### config.mk
export PLATFORM = sky130hd
export DESIGN_NAME = mc_ctrl
export DESIGN_NICKNAME = d
export VERILOG_FILES = /design/src/rtl/mc_pkg.sv /design/src/rtl/mc_wait_timer.sv /design/src/rtl/mc_ctrl.sv
export SDC_FILE = /design/constraint.sdc
export NUM_CORES = 1
export LEC_CHECK = 0
export ABC_AREA = 0
export CAP_MARGIN = 25
export CORE_MARGIN = 1.5
export CORE_UTILIZATION = 53
export CTS_BUF_LIST = sky130_fd_sc_hd__clkbuf_4 sky130_fd_sc_hd__clkbuf_8
export DETAILED_ROUTE_END_ITERATION = 6
export MAX_ROUTING_LAYER = met4
export PLACE_DENSITY_LB_ADDON = 0.12
export SYNTH_ARGS = -nofsm -noshare
export SYNTH_HDL_FRONTEND = slang
export SYNTH_SLANG_ARGS = --single-unit
### constraint.sdc
create_clock -name clk -period 3 [get_ports clk]
set_input_delay 0.45 -clock clk [delete_from_list [all_inputs] [get_ports clk]]
set_output_delay 0.45 -clock clk [all_outputs]
set_load 0.1 [all_outputs]
### src/rtl/mc_pkg.sv
// rtl/mc_pkg.sv - state, opcode and select encodings for the multicycle controller
// ADDIEX/ADDIWB exist only when MC_CTRL_ADDI_EN is defined.
package mc_pkg;

   typedef enum logic [3:0] {
      S_FETCH  = 4'd0,
      S_DECODE = 4'd1,
      S_MEMADR = 4'd2,
      S_MEMRD  = 4'd3,
      S_MEMWB  = 4'd4,
      S_MEMWR  = 4'd5,
      S_REXEC  = 4'd6,
      S_RWB    = 4'd7,
      S_BEQEX  = 4'd8,
      S_JEX    = 4'd9,
`ifdef MC_CTRL_ADDI_EN
      S_ADDIEX = 4'd10,
      S_ADDIWB = 4'd11,
`endif
      S_ABORT  = 4'd12
   } state_e;

   localparam logic [5:0] OP_RTYPE = 6'b000000;
   localparam logic [5:0] OP_LW    = 6'b100011;
   localparam logic [5:0] OP_SW    = 6'b101011;
   localparam logic [5:0] OP_BEQ   = 6'b000100;
   localparam logic [5:0] OP_J     = 6'b000010;
   localparam logic [5:0] OP_ADDI  = 6'b001000;

   localparam logic [1:0] ALU_ADD   = 2'b00;
   localparam logic [1:0] ALU_SUB   = 2'b01;
   localparam logic [1:0] ALU_FUNCT = 2'b10;

   localparam logic [1:0] PC_ALU    = 2'b00;
   localparam logic [1:0] PC_ALUOUT = 2'b01;
   localparam logic [1:0] PC_JUMP   = 2'b10;

   localparam logic [1:0] SRCB_REG   = 2'b00;
   localparam logic [1:0] SRCB_FOUR  = 2'b01;
   localparam logic [1:0] SRCB_IMM   = 2'b10;
   localparam logic [1:0] SRCB_IMMSH = 2'b11;

   // States that sit on the memory handshake and are subject to the timeout.
   function automatic logic is_wait_state(input state_e s);
      return (s == S_FETCH) || (s == S_MEMRD) || (s == S_MEMWR);
   endfunction

endpackage

### src/rtl/mc_wait_timer.sv
// rtl/mc_wait_timer.sv - memory wait counter with timeout compare
module mc_wait_timer #(
   parameter int unsigned MEM_TIMEOUT = 15
) (
   input  logic clk,
   input  logic rst_n,
   input  logic clear,
   input  logic inc,
   output logic expired
);

   localparam logic [7:0] LAST = 8'(MEM_TIMEOUT - 1);

   logic [7:0] count_q, count_d;

   always_comb begin
      count_d = count_q;
      if (clear)
         count_d = '0;
      else if (inc)
         count_d = count_q + 8'd1;
   end

   always_ff @(posedge clk or negedge rst_n) begin
      if (!rst_n)
         count_q <= '0;
      else
         count_q <= count_d;
   end

   // Fires on the MEM_TIMEOUT-th consecutive not-ready cycle; a ready in that cycle wins.
   assign expired = inc && (count_q == LAST);

endmodule

### src/rtl/mc_ctrl.sv
// rtl/mc_ctrl.sv - multicycle MIPS control FSM with memory wait timeout
// Define MC_CTRL_ADDI_EN to add the addi path (ADDIEX/ADDIWB).
module mc_ctrl
   import mc_pkg::*;
#(
   parameter int unsigned MEM_TIMEOUT = 15
) (
   input  logic       clk,
   input  logic       rst_n,
   input  logic [5:0] op,
   input  logic       mem_ready,
   output logic       pc_write,
   output logic       iord,
   output logic       mem_read,
   output logic       mem_write,
   output logic       ir_write,
   output logic       branch,
   output logic       reg_write,
   output logic       reg_dst,
   output logic       mem_to_reg,
   output logic       alu_src_a,
   output logic [1:0] alu_src_b,
   output logic [1:0] alu_op,
   output logic [1:0] pc_src,
   output logic       bus_err,
   output logic [3:0] state
);

   state_e state_q, state_d;
   logic   bus_err_q;
   logic   expired;

   mc_wait_timer #(.MEM_TIMEOUT(MEM_TIMEOUT)) u_timer (
      .clk     (clk),
      .rst_n   (rst_n),
      .clear   (state_d != state_q),
      .inc     (is_wait_state(state_q) && !mem_ready),
      .expired (expired)
   );

   always_ff @(posedge clk or negedge rst_n) begin
      if (!rst_n) begin
         state_q   <= S_FETCH;
         bus_err_q <= 1'b0;
      end else begin
         state_q <= state_d;
         if (state_d == S_ABORT)
            bus_err_q <= 1'b1;
      end
   end

   always_comb begin
      state_d    = state_q;
      pc_write   = 1'b0;
      iord       = 1'b0;
      mem_read   = 1'b0;
      mem_write  = 1'b0;
      ir_write   = 1'b0;
      branch     = 1'b0;
      reg_write  = 1'b0;
      reg_dst    = 1'b0;
      mem_to_reg = 1'b0;
      alu_src_a  = 1'b0;
      alu_src_b  = SRCB_REG;
      alu_op     = ALU_ADD;
      pc_src     = PC_ALU;
      case (state_q)
         S_FETCH: begin
            mem_read  = 1'b1;
            alu_src_b = SRCB_FOUR;
            // Gated by rst_n so a held reset never leaks a strobe through mem_ready.
            if (mem_ready) begin
               ir_write = rst_n;
               pc_write = rst_n;
               state_d  = S_DECODE;
            end else if (expired) begin
               state_d = S_ABORT;
            end
         end
         S_DECODE: begin
            alu_src_b = SRCB_IMMSH;
            case (op)
               OP_LW, OP_SW: state_d = S_MEMADR;
               OP_RTYPE:     state_d = S_REXEC;
               OP_BEQ:       state_d = S_BEQEX;
               OP_J:         state_d = S_JEX;
`ifdef MC_CTRL_ADDI_EN
               OP_ADDI:      state_d = S_ADDIEX;
`else
               OP_ADDI:      state_d = S_FETCH;
`endif
               default:      state_d = S_FETCH;
            endcase
         end
         S_MEMADR: begin
            alu_src_a = 1'b1;
            alu_src_b = SRCB_IMM;
            state_d   = (op == OP_LW) ? S_MEMRD : S_MEMWR;
         end
         S_MEMRD: begin
            mem_read = 1'b1;
            iord     = 1'b1;
            if (mem_ready)    state_d = S_MEMWB;
            else if (expired) state_d = S_ABORT;
         end
         S_MEMWB: begin
            reg_write  = 1'b1;
            mem_to_reg = 1'b1;
            state_d    = S_FETCH;
         end
         S_MEMWR: begin
            mem_write = 1'b1;
            iord      = 1'b1;
            if (mem_ready)    state_d = S_FETCH;
            else if (expired) state_d = S_ABORT;
         end
         S_REXEC: begin
            alu_src_a = 1'b1;
            alu_op    = ALU_FUNCT;
            state_d   = S_RWB;
         end
         S_RWB: begin
            reg_write = 1'b1;
            reg_dst   = 1'b1;
            state_d   = S_FETCH;
         end
         S_BEQEX: begin
            branch    = 1'b1;
            alu_src_a = 1'b1;
            alu_op    = ALU_SUB;
            pc_src    = PC_ALUOUT;
            state_d   = S_FETCH;
         end
         S_JEX: begin
            pc_write = 1'b1;
            pc_src   = PC_JUMP;
            state_d  = S_FETCH;
         end
`ifdef MC_CTRL_ADDI_EN
         S_ADDIEX: begin
            alu_src_a = 1'b1;
            alu_src_b = SRCB_IMM;
            state_d   = S_ADDIWB;
         end
         S_ADDIWB: begin
            reg_write = 1'b1;
            state_d   = S_FETCH;
         end
`endif
         default: state_d = S_FETCH;
      endcase
   end

   assign bus_err = bus_err_q;
   assign state   = state_q;

endmodule
==> flow_metrics.tcl <==
set metrics [dict create \
    max_slew_margin_pct 66.5 \
    clock-sinks 13 \
    grt_pass1_wl_um 4200 \
    start_util_pct 56.0 \
    fmax_mhz 426 \
    drive_gt1_share_pct 36.8 \
    yosys-top-cells-area "dfrtp_1, nor3_1, xnor2_1, nor2_1, nand2b_1" \
    multi_input_area_um2 785 \
    yosysSeqAreaShare_pct 29.6 \
    cp.required_ns 2.55 \
    hold_buffers 0 \
    ant_nets 0 \
    gr-total-overflow 0 \
    crit_family "buffers and inverters" \
    synth_top_area_share_pct 29.6 \
    cap_violations 0 \
    grt_usage_pct 22.6 \
    die_w_um 48.5 \
    postSynth.asyncResetShare_pct 100 \
    cts-htree-levels 1 \
    final.min_clock_period_ns 2.35 \
    skew_ns 0.0111 \
    cp_max_fo 10 \
    synth_edf_count 0 \
    critPathMaxStageDelay_ns 0.47 \
    first_pass_iters 4 \
    postCtsSetupBuffers 0 \
    clkTransAtPathRegs_ns 0.08 \
    grt_pass1_vias 958 \
    power.internal_mw 0.356 \
    antenna_cells 0 \
    fin_crit_sh_pct 78.3 \
    hold_viol_final 0 \
    nets 167 \
    min_path_cells 1 \
    clock_path_buffers 2 \
    rrSetupSlack_ns 0.71 \
    dp_hpwl_um 1880 \
    final_cell_mix "buf_4, nor3_1, dfrtp_1, xnor2_1, clkdlybuf4s50_1" \
    area_delta_synth_final_pct 34.3 \
    yosysWarnings 0 \
    p_sw_mw 0.312 \
    hold_path_end "bus_err" \
    yosysUniqueCellTypes 43 \
    wl_per_cell_um 13.7 \
    path_class "in -> out" \
    path_cells "clkdlybuf4s50_1 -> buf_4 -> nand2_1 -> nor4_4 -> or2_4 -> buf_12" \
    yosysTopAreaCell "dfrtp_1" \
    outcome "finished, final reports clean" \
    synthFlopType "dfrtp_1" \
    drtIter0Drc 24 \
    mostFrequentLayoutCell "buf_4" \
    cts_tree "built" \
    syn_avg_cell_area_um2 8.65 \
    fill_cells 155 \
    vias 1048 \
    dp.cells 178 \
    power_density_nw_per_um2 453 \
    syn_area_um2 1100 \
    pwr-share-comb_pct 47.6 \
    grt_antenna_before_repair 0 \
    synth_seq_cells 13 \
    setup_viol 0 \
    io-pin-count 30 \
    endpoint_kind "primary output" \
    p_sw_share_pct 46.7 \
    path_buf_inv 3 \
    ff_latch_area_um2 330 \
    r2r-start "state[0]" \
    final_cells 182 \
    rr_worst_depth 5 \
    core_area_um2 1960 \
    numCtsBuffers 3 \
    hold_start "bus_err" \
    r2r-end "u_timer.count_q[1]" \
    crit_slowest_cell "clkdlybuf4s50_1" \
    dieArea_um2 2350 \
    p_leak_nw 0.604 \
    drt-total-wl_um 2500 \
    synth_fp_nets 138 \
    cp.arrival_ns 1.90 \
    timing.final.max_slew_violations 0 \
    max-vdd-ir-drop_uv 426 \
    die_h_um 48.5 \
    drt-vias-per-instance 5.76 \
    cts.root.buffer_cell "clkbuf_4" \
    seqPwrFrac_pct 34.8 \
    tightest_slew_ns 0.493 \
    design_area_um2 1480 \
    pwr-share-clk_pct 17.6 \
    placed_cell_area_um2 1450 \
    setup.worst_path.start_class "input pin" \
    rows 16 \
    hp-class "reg -> reg" \
    drc 0 \
    synth_cells 127 \
    postCtsResizedCells 0 \
    portBuffers 29 \
    grt_max_degree 26 \
    crit_start "mem_ready" \
    place.gp.congestion 0.837 \
    rsz0062_at_grt "no" \
    worstSkewPairLatency_ns 0.28 \
]
[power groups by stage]
stage                     registers (mW)  clock network (mW)  logic [mW]
after floorplan                    0.236                   0       0.243
after global placement             0.233                   0       0.314
after detailed placement           0.236                   0       0.318
after CTS                          0.232               0.117       0.320
after global routing               0.236               0.125       0.338
final                              0.233               0.118       0.318
[worst max-delay path by stage]
stage	end	cells after the start	slack, ns
after CTS	pc_write	6	0.64
final	pc_write	6	0.65
after global routing	u_timer.count_q[1]	5	0.51
after detailed placement	u_timer.count_q[1]	7	0.43
after floorplan	pc_write	4	-0.25
after global placement	u_timer.count_q[1]	7	0.49
[flip-flops by register name, summed over array words and instances (netlist names)]
name             cells
state                4
u_timer.count_q      8
bus_err              1
[worst register-to-register path: stages, from the launching register on]
cell	delay [ns]
dfrtp_2	0.69
or4b_4	0.56
nor3_4	0.16
a311oi_1	0.14
mux2i_2	0.26
a2111oi_2	0.39
[metal layers]
layer / wire [µm] / global-route usage (%) / share of wire, %
met3: 159 / 5.86 / 6.4
met4: 2 / 0.952 / 0.080
met2: 1170 / 37.3 / 47
met1: 1170 / 29.9 / 47
met5: 0 / - / 0
[cells in the mapped netlist (3+ instances only)]
master and instances:
nor2b_1 3, or2_2 5, nor2_1 12, xnor2_1 8
nor4_1 4, nand3_1 4, buf_4 3, nor3_1 15
nand2_1 7, o21ai_0 4, nand2b_1 6, inv_1 3
dfrtp_1 13
[cell type report]
class	instances	area share, %
Clock buffer	4	2.04
Timing Repair Buffer	32	19.3
Tap cell	27	2.29
Sequential cell	13	22.4
Multi-Input combinational cell	103	53.2
Inverter	3	0.763
[kinds of logic (layout without fill, tap and decap cells)]
group | count (synthesis) | count (layout) | synth area share, %
buffers and inverters | 11 | 39 | 5.69
DFF | 13 | 13 | 29.6
and+or+nand+nor | 70 | 70 | 38.6
AOI/OAI and AO/OA | 20 | 20 | 14.6
muxes | 1 | 1 | 1.25
adders and majority gates | 2 | 2 | 2.28
xor gates and xnor gates | 10 | 10 | 7.97
[metrics by stage]
| step | hold slack, ns | setup slack [ns] | utilization [%] | setup TNS (ns) | power [mW] |
|---|---|---|---|---|---|
| floorplan | 0.154 | -0.250 | - | -0.250 | 0.479 |
| detailed placement | 0.473 | 0.427 | 73.7 | 0 | 0.554 |
| finish | 0.493 | 0.650 | 75.2 | 0 | 0.669 |
| CTS | 0.491 | 0.640 | 75.2 | 0 | 0.669 |
| global placement | 0.457 | 0.490 | 73.7 | 0 | 0.547 |
| global route | 0.507 | 0.513 | 75.2 | 0 | 0.700 |
(Power assumes the default switching activity.)
